--- config.mk ---
export PLATFORM = sky130hd
export DESIGN_NAME = spi_rx_deserializer
export DESIGN_NICKNAME = d
export VERILOG_FILES = /design/src/rtl/spi_rx_deserializer.sv
export SDC_FILE = /design/constraint.sdc
export NUM_CORES = 1
export LEC_CHECK = 0
export ABC_CLOCK_PERIOD_IN_PS = 8900
export BUFFER_PORTS_ARGS = -buffer_cell sky130_fd_sc_hd__buf_4
export CAP_MARGIN = 20
export CORE_AREA = 2 2 193 195
export CTS_CLUSTER_DIAMETER = 30
export DETAILED_ROUTE_END_ITERATION = 10
export DIE_AREA = 0 0 195 197
export GPL_ROUTABILITY_DRIVEN = 1
export PLACE_DENSITY = 0.88
export SYNTH_ARGS = -nofsm -noshare
export SYNTH_HDL_FRONTEND = slang
export SYNTH_SLANG_ARGS = --single-unit
--- constraint.sdc ---
create_clock -name clk -period 8.9 [get_ports clk]
set_input_delay 0.89 -clock clk [delete_from_list [all_inputs] [get_ports clk]]
set_output_delay 0.89 -clock clk [all_outputs]
set_load 0.02 [all_outputs]
--- src/rtl/spi_rx_deserializer.sv ---
// rtl/spi_rx_deserializer.sv - SPI receive deserializer feeding a first-word-fall-through RX FIFO
module spi_rx_deserializer #(
  parameter int DEPTH = 16,
  parameter int PTR_W = 4
) (
  input  logic             clk,
  input  logic             reset,
  input  logic             enable,
  input  logic [4:0]       word_size,
  input  logic             cpol,
  input  logic             cpha,
  input  logic             frame_active,
  input  logic             spi_clk,
  input  logic             spi_rx,
  input  logic             rd_pulse,
  input  logic             clear_ov,
  output logic [31:0]      rd_data,
  output logic             rxfe,
  output logic             rxff,
  output logic             rxfo,
  output logic [PTR_W:0]   rx_count,
  output logic             rx_busy
);

  typedef enum logic [1:0] {
    IDLE  = 2'd0,
    SHIFT = 2'd1,
    PUSH  = 2'd2
  } state_t;

  state_t             state;
  logic [31:0]        shreg;
  logic [4:0]         cnt;

  logic               rx_meta;
  logic               rx_sync;
  logic               sclk_d1;
  logic               sclk;
  logic               prev_sclk;
  logic               leading;
  logic               trailing;
  logic               sample;

  logic [31:0]        mem [DEPTH];
  logic [PTR_W-1:0]   wrptr;
  logic [PTR_W-1:0]   rdptr;
  logic [PTR_W:0]     count;
  logic               push;
  logic               pop;
  logic               wr_en;
  logic               full;
  logic               empty;

  // spi_clk takes the same two-flop path as the data so edges and bits stay aligned
  always_ff @(posedge clk) begin
    if (reset) begin
      rx_meta   <= 1'b0;
      rx_sync   <= 1'b0;
      sclk_d1   <= 1'b0;
      sclk      <= 1'b0;
      prev_sclk <= 1'b0;
    end else begin
      rx_meta   <= spi_rx;
      rx_sync   <= rx_meta;
      sclk_d1   <= spi_clk;
      sclk      <= sclk_d1;
      prev_sclk <= sclk;
    end
  end

  assign leading  = (prev_sclk == cpol) && (sclk != cpol);
  assign trailing = (prev_sclk != cpol) && (sclk == cpol);
  assign sample   = cpha ? trailing : leading;

  always_ff @(posedge clk) begin
    if (reset) begin
      state <= IDLE;
      shreg <= '0;
      cnt   <= '0;
    end else if (!enable) begin
      state <= IDLE;
    end else begin
      case (state)
        IDLE: begin
          if (frame_active) begin
            state <= SHIFT;
            shreg <= '0;
            cnt   <= word_size;
          end
        end
        SHIFT: begin
          // a frame ending before the last bit drops the partial word
          if (!frame_active) begin
            state <= IDLE;
          end else if (sample) begin
            shreg <= {shreg[30:0], rx_sync};
            if (cnt == 5'd0) state <= PUSH;
            else             cnt   <= cnt - 5'd1;
          end
        end
        PUSH: begin
          if (frame_active) begin
            state <= SHIFT;
            shreg <= '0;
            cnt   <= word_size;
          end else begin
            state <= IDLE;
          end
        end
        default: state <= IDLE;
      endcase
    end
  end

  assign rx_busy = (state == SHIFT) || (state == PUSH);

  assign full  = (count == (PTR_W+1)'(DEPTH));
  assign empty = (count == '0);
  assign push  = (state == PUSH);
  assign pop   = rd_pulse && !empty;
  // a pop in the same cycle frees the slot, so a push while full still lands
  assign wr_en = push && (!full || pop);

  always_ff @(posedge clk) begin
    if (wr_en) mem[wrptr] <= shreg;
  end

  always_ff @(posedge clk) begin
    if (reset) begin
      wrptr <= '0;
      rdptr <= '0;
      count <= '0;
      rxfo  <= 1'b0;
    end else begin
      if (wr_en) wrptr <= wrptr + 1'b1;
      if (pop)   rdptr <= rdptr + 1'b1;
      case ({wr_en, pop})
        2'b10:   count <= count + 1'b1;
        2'b01:   count <= count - 1'b1;
        default: count <= count;
      endcase
      if (push && full && !pop) rxfo <= 1'b1;
      else if (clear_ov)        rxfo <= 1'b0;
    end
  end

  assign rxfe     = empty;
  assign rxff     = full;
  assign rx_count = count;
  assign rd_data  = empty ? 32'd0 : mem[rdptr];

endmodule

==> results.sh <==
export IMPL_outcome="complete, no violations"
export IMPL_post_route_drc_count=0
export IMPL_p_sw_share_pct=25.26
export IMPL_grt_ovfl_total=0
export IMPL_drtPass1Iterations=5
export IMPL_cts_tree="built"
export IMPL_relSlewSlack_pct=21.84
export IMPL_rows=70
export IMPL_drv_slew=0
export IMPL_fin_cells=1787
export IMPL_comb_power_share_pct=11.3
export IMPL_clock_power_share_pct=49.9
export IMPL_fp_dieW_um=195
export IMPL_ant_nets=0
export IMPL_setup_ws_ps=4533
export IMPL_synth_cells=1133
export IMPL_dieArea_um2=38420
export IMPL_cts_inserted_buffers=90
export IMPL_layout_drive_gt1_share_pct=30.65
export IMPL_final_setup_tns_ps=0
export IMPL_synth_seq_area_share_pct=74.80
export IMPL_synth_area_um2=22210
export IMPL_ir_drop_uv=236.1
export IMPL_grt_start_max_net_pins=113
export IMPL_crit_type="flop to primary output"
export IMPL_wire_per_inst_um=31.51
export IMPL_critPathArrivalTime_ps=3480
export IMPL_dp_cells=1613
export IMPL_max_freq_ghz=0.2290
export IMPL_end_kind="primary output"
export IMPL_max_stage_delay_ps=850
export IMPL_port_buffers=55
export IMPL_internal_power_mw=5.659
export IMPL_syn_nets=1161
export IMPL_worst_pin_slew_ps=1172
export IMPL_cts_resized=0
export IMPL_cp_cell_sequence="buf_4 -> buf_12 -> mux4_2 -> mux2i_1 -> o22ai_1 -> buf_4"
export IMPL_cts_setup_buffers=0
export IMPL_grt_pass1_wl_mm=81.10
export IMPL_core_area_um2=36260
export IMPL_clk_latency_ps=620
export IMPL_start_kind="flop"
export IMPL_rsz0062_at_grt="false"
export IMPL_synth_avg_cell_area_um2=19.61
export IMPL_min_path_type="flop to flop"
export IMPL_cts_hold_buffers=0
export IMPL_grt_antenna_before_repair=1
export IMPL_io_pins=56
export IMPL_cp_required_ps=8010
export IMPL_seqPwrFrac_pct=38.8
export IMPL_yosysWarningCount=0
export IMPL_cts_num_sinks=574
export IMPL_grtUsageTotal_pct=29.20
export IMPL_p_total_mw=7.571
export IMPL_critPathSlowestCell="dfxtp_4"
export IMPL_synth_seq_cells=574
export IMPL_h_tree_depth=3
export IMPL_post_place_ws_ps=5034
export IMPL_dpl_cell_area_um2=23200
export IMPL_ys_types=53
export IMPL_p_leak_nw=8.874
export IMPL_num_vias=12260
export IMPL_fin_crit_sh_pct=49.07
export IMPL_switchingPower_mw=1.912
export IMPL_max_clock_path_buffers=3
export IMPL_clk_pin_slew_ps=50
export IMPL_dieHeight_um=197
export IMPL_synth_edff_count=512
export IMPL_power_density_nw_per_um2=285.1
export IMPL_cp_common_cell="buf_4"
export IMPL_first_global_vias=12700
export IMPL_finalHoldViolCount=0
export IMPL_finClkSkew_ps=28.53
export IMPL_drv_cap=0
export IMPL_start_util_pct=61.26
export IMPL_drt_initial_drc_count=1841
export IMPL_min_period_ps=4367
export IMPL_via_per_inst=6.858
export IMPL_routed_wl_mm=56.31
export IMPL_setup_viol=0
export IMPL_async_reset_ff_share_pct=0
export IMPL_stdcell_area_um2=26560
export IMPL_synthFlopType="edfxtp_1"
export IMPL_area_delta_synth_final_pct=19.56
export IMPL_gp_congestion=0.8168
export IMPL_fin_nets=1269
export IMPL_path_max_fanout=49
export IMPL_hpwl_mm=23.47
export IMPL_clockRootBuffer="clkbuf_16"
-- synthesized netlist by cell type, drive strengths merged (2+ instances only) --
cell	count	area share (%)
nor4	5	0.14
clkbuf	41	0.70
xor2	6	0.24
buf	25	0.59
mux4	128	13
a21o	4	0.14
nand2b	6	0.17
mux2i	67	3.1
nand3	38	0.86
a211oi	2	0.068
ha	13	0.73
a2111oi	2	0.079
and3	5	0.14
inv	15	0.25
o22ai	32	0.90
nor2b	11	0.31
nor2	27	0.46
nand4b	2	0.079
nand2	45	0.76
nor3	4	0.090
edfxtp	512	69
or3	2	0.056
nand4	2	0.084
dfxtp	62	5.6
a21oi	45	1.0
o21ai	4	0.090
and2	5	0.14
o32ai	3	0.12
xnor2	3	0.12
-- layer usage --
layer  vias to the layer above  track usage [%]  routed length [um]
met5                         -                0                   0
met4                         0            14.25                2631
met3                       202            6.605                6263
met2                      1000            47.99               28130
met1                      6191            37.41               19290
li1                       4862                -                   -
-- placed cells by master, fill, tap and decap left out, types with 5 or more instances in the layout --
| master | count |
|---|---|
| nand2b_1 | 5 |
| clkinvlp_4 | 15 |
| a21oi_1 | 43 |
| dfxtp_1 | 59 |
| inv_8 | 5 |
| mux4_2 | 128 |
| clkinv_2 | 9 |
| nand3_1 | 38 |
| bufinv_16 | 14 |
| clkbuf_16 | 95 |
| inv_6 | 13 |
| nand2_1 | 45 |
| o22ai_1 | 32 |
| nor2_1 | 22 |
| ha_1 | 13 |
| clkinv_4 | 8 |
| clkbuf_1 | 5 |
| inv_1 | 14 |
| xor2_1 | 6 |
| buf_4 | 77 |
| nor2b_1 | 11 |
| edfxtp_1 | 512 |
| mux2i_1 | 66 |
-- registers in the layout, summed over array words and instances (netlist names), named ones only --
register,count
rxfo,1
state,2
wrptr,4
cnt,5
prev_sclk,1
rx_count,5
shreg,32
sclk_d1,1
rx_sync,1
rdptr,4
rx_meta,1
mem,512
sclk,1
-- per-stage QoR --
step / hold WS [ps] / utilization (%)
after floorplan: 413.8 / -
after global routing: 453.0 / 73.24
final: 439.4 / 73.25
after detailed placement: 428.6 / 63.97
after global placement: 424.4 / 63.97
after CTS: 443.5 / 73.00
-- cell type report --
class                      count  area, um^2
tap                          468       585.6
clock inverter                65       822.0
fill                        1908        9701
multi-input combinational    478        5329
clock buffer                 104        2451
inverter                      15       56.30
timing repair buffer          82       685.7
sequential                   574       16630
antenna                        1       2.502
-- path summary, 6_finish.rpt --
path | start | endpoint | slack, ps | cells after the start
worst max-delay path | flop | rd_data[13] | 4530 | 6
worst min-delay path | sclk_d1 | sclk | 440 | 1
worst max register to register | state[0] | mem[11][23] | 5860 | 6
worst min register to register | sclk_d1 | sclk | 440 | 1
-- power by group through the flow --
stage	clock, mW	sequential, mW	combinational (mW)
6_report	3.78	2.94	0.852
5_1_grt	3.90	2.94	0.894
4_1_cts	3.78	2.94	0.854
3_5_place_dp	0	2.99	0.848
3_3_place_gp	0	2.99	0.837
2_1_floorplan	0	2.97	0.550
-- worst max-delay path, delay by kind of cell (launching register included) --
kind,cells,cell delay [ps]
AOI/OAI and AO/OA,1,170
buffers and inverters,3,1250
DFF,1,850
muxes,2,560
-- logic make-up (layout without fill, tap and decap cells) --
kind of cell | after synthesis | count (layout) | synth area share [%]
buffers and inverters | 81 | 266 | 1.543
AO/OA/AOI/OAI | 104 | 104 | 3.042
flip-flops | 574 | 574 | 74.80
other | 0 | 1 | 0
AND/OR/NAND/NOR | 157 | 157 | 3.475
multiplexers | 195 | 195 | 16.05
adder cells (fa/ha/maj) | 13 | 13 | 0.7322
XOR/XNOR | 9 | 9 | 0.3549
Note: power is estimated with default switching activity, not from simulation.
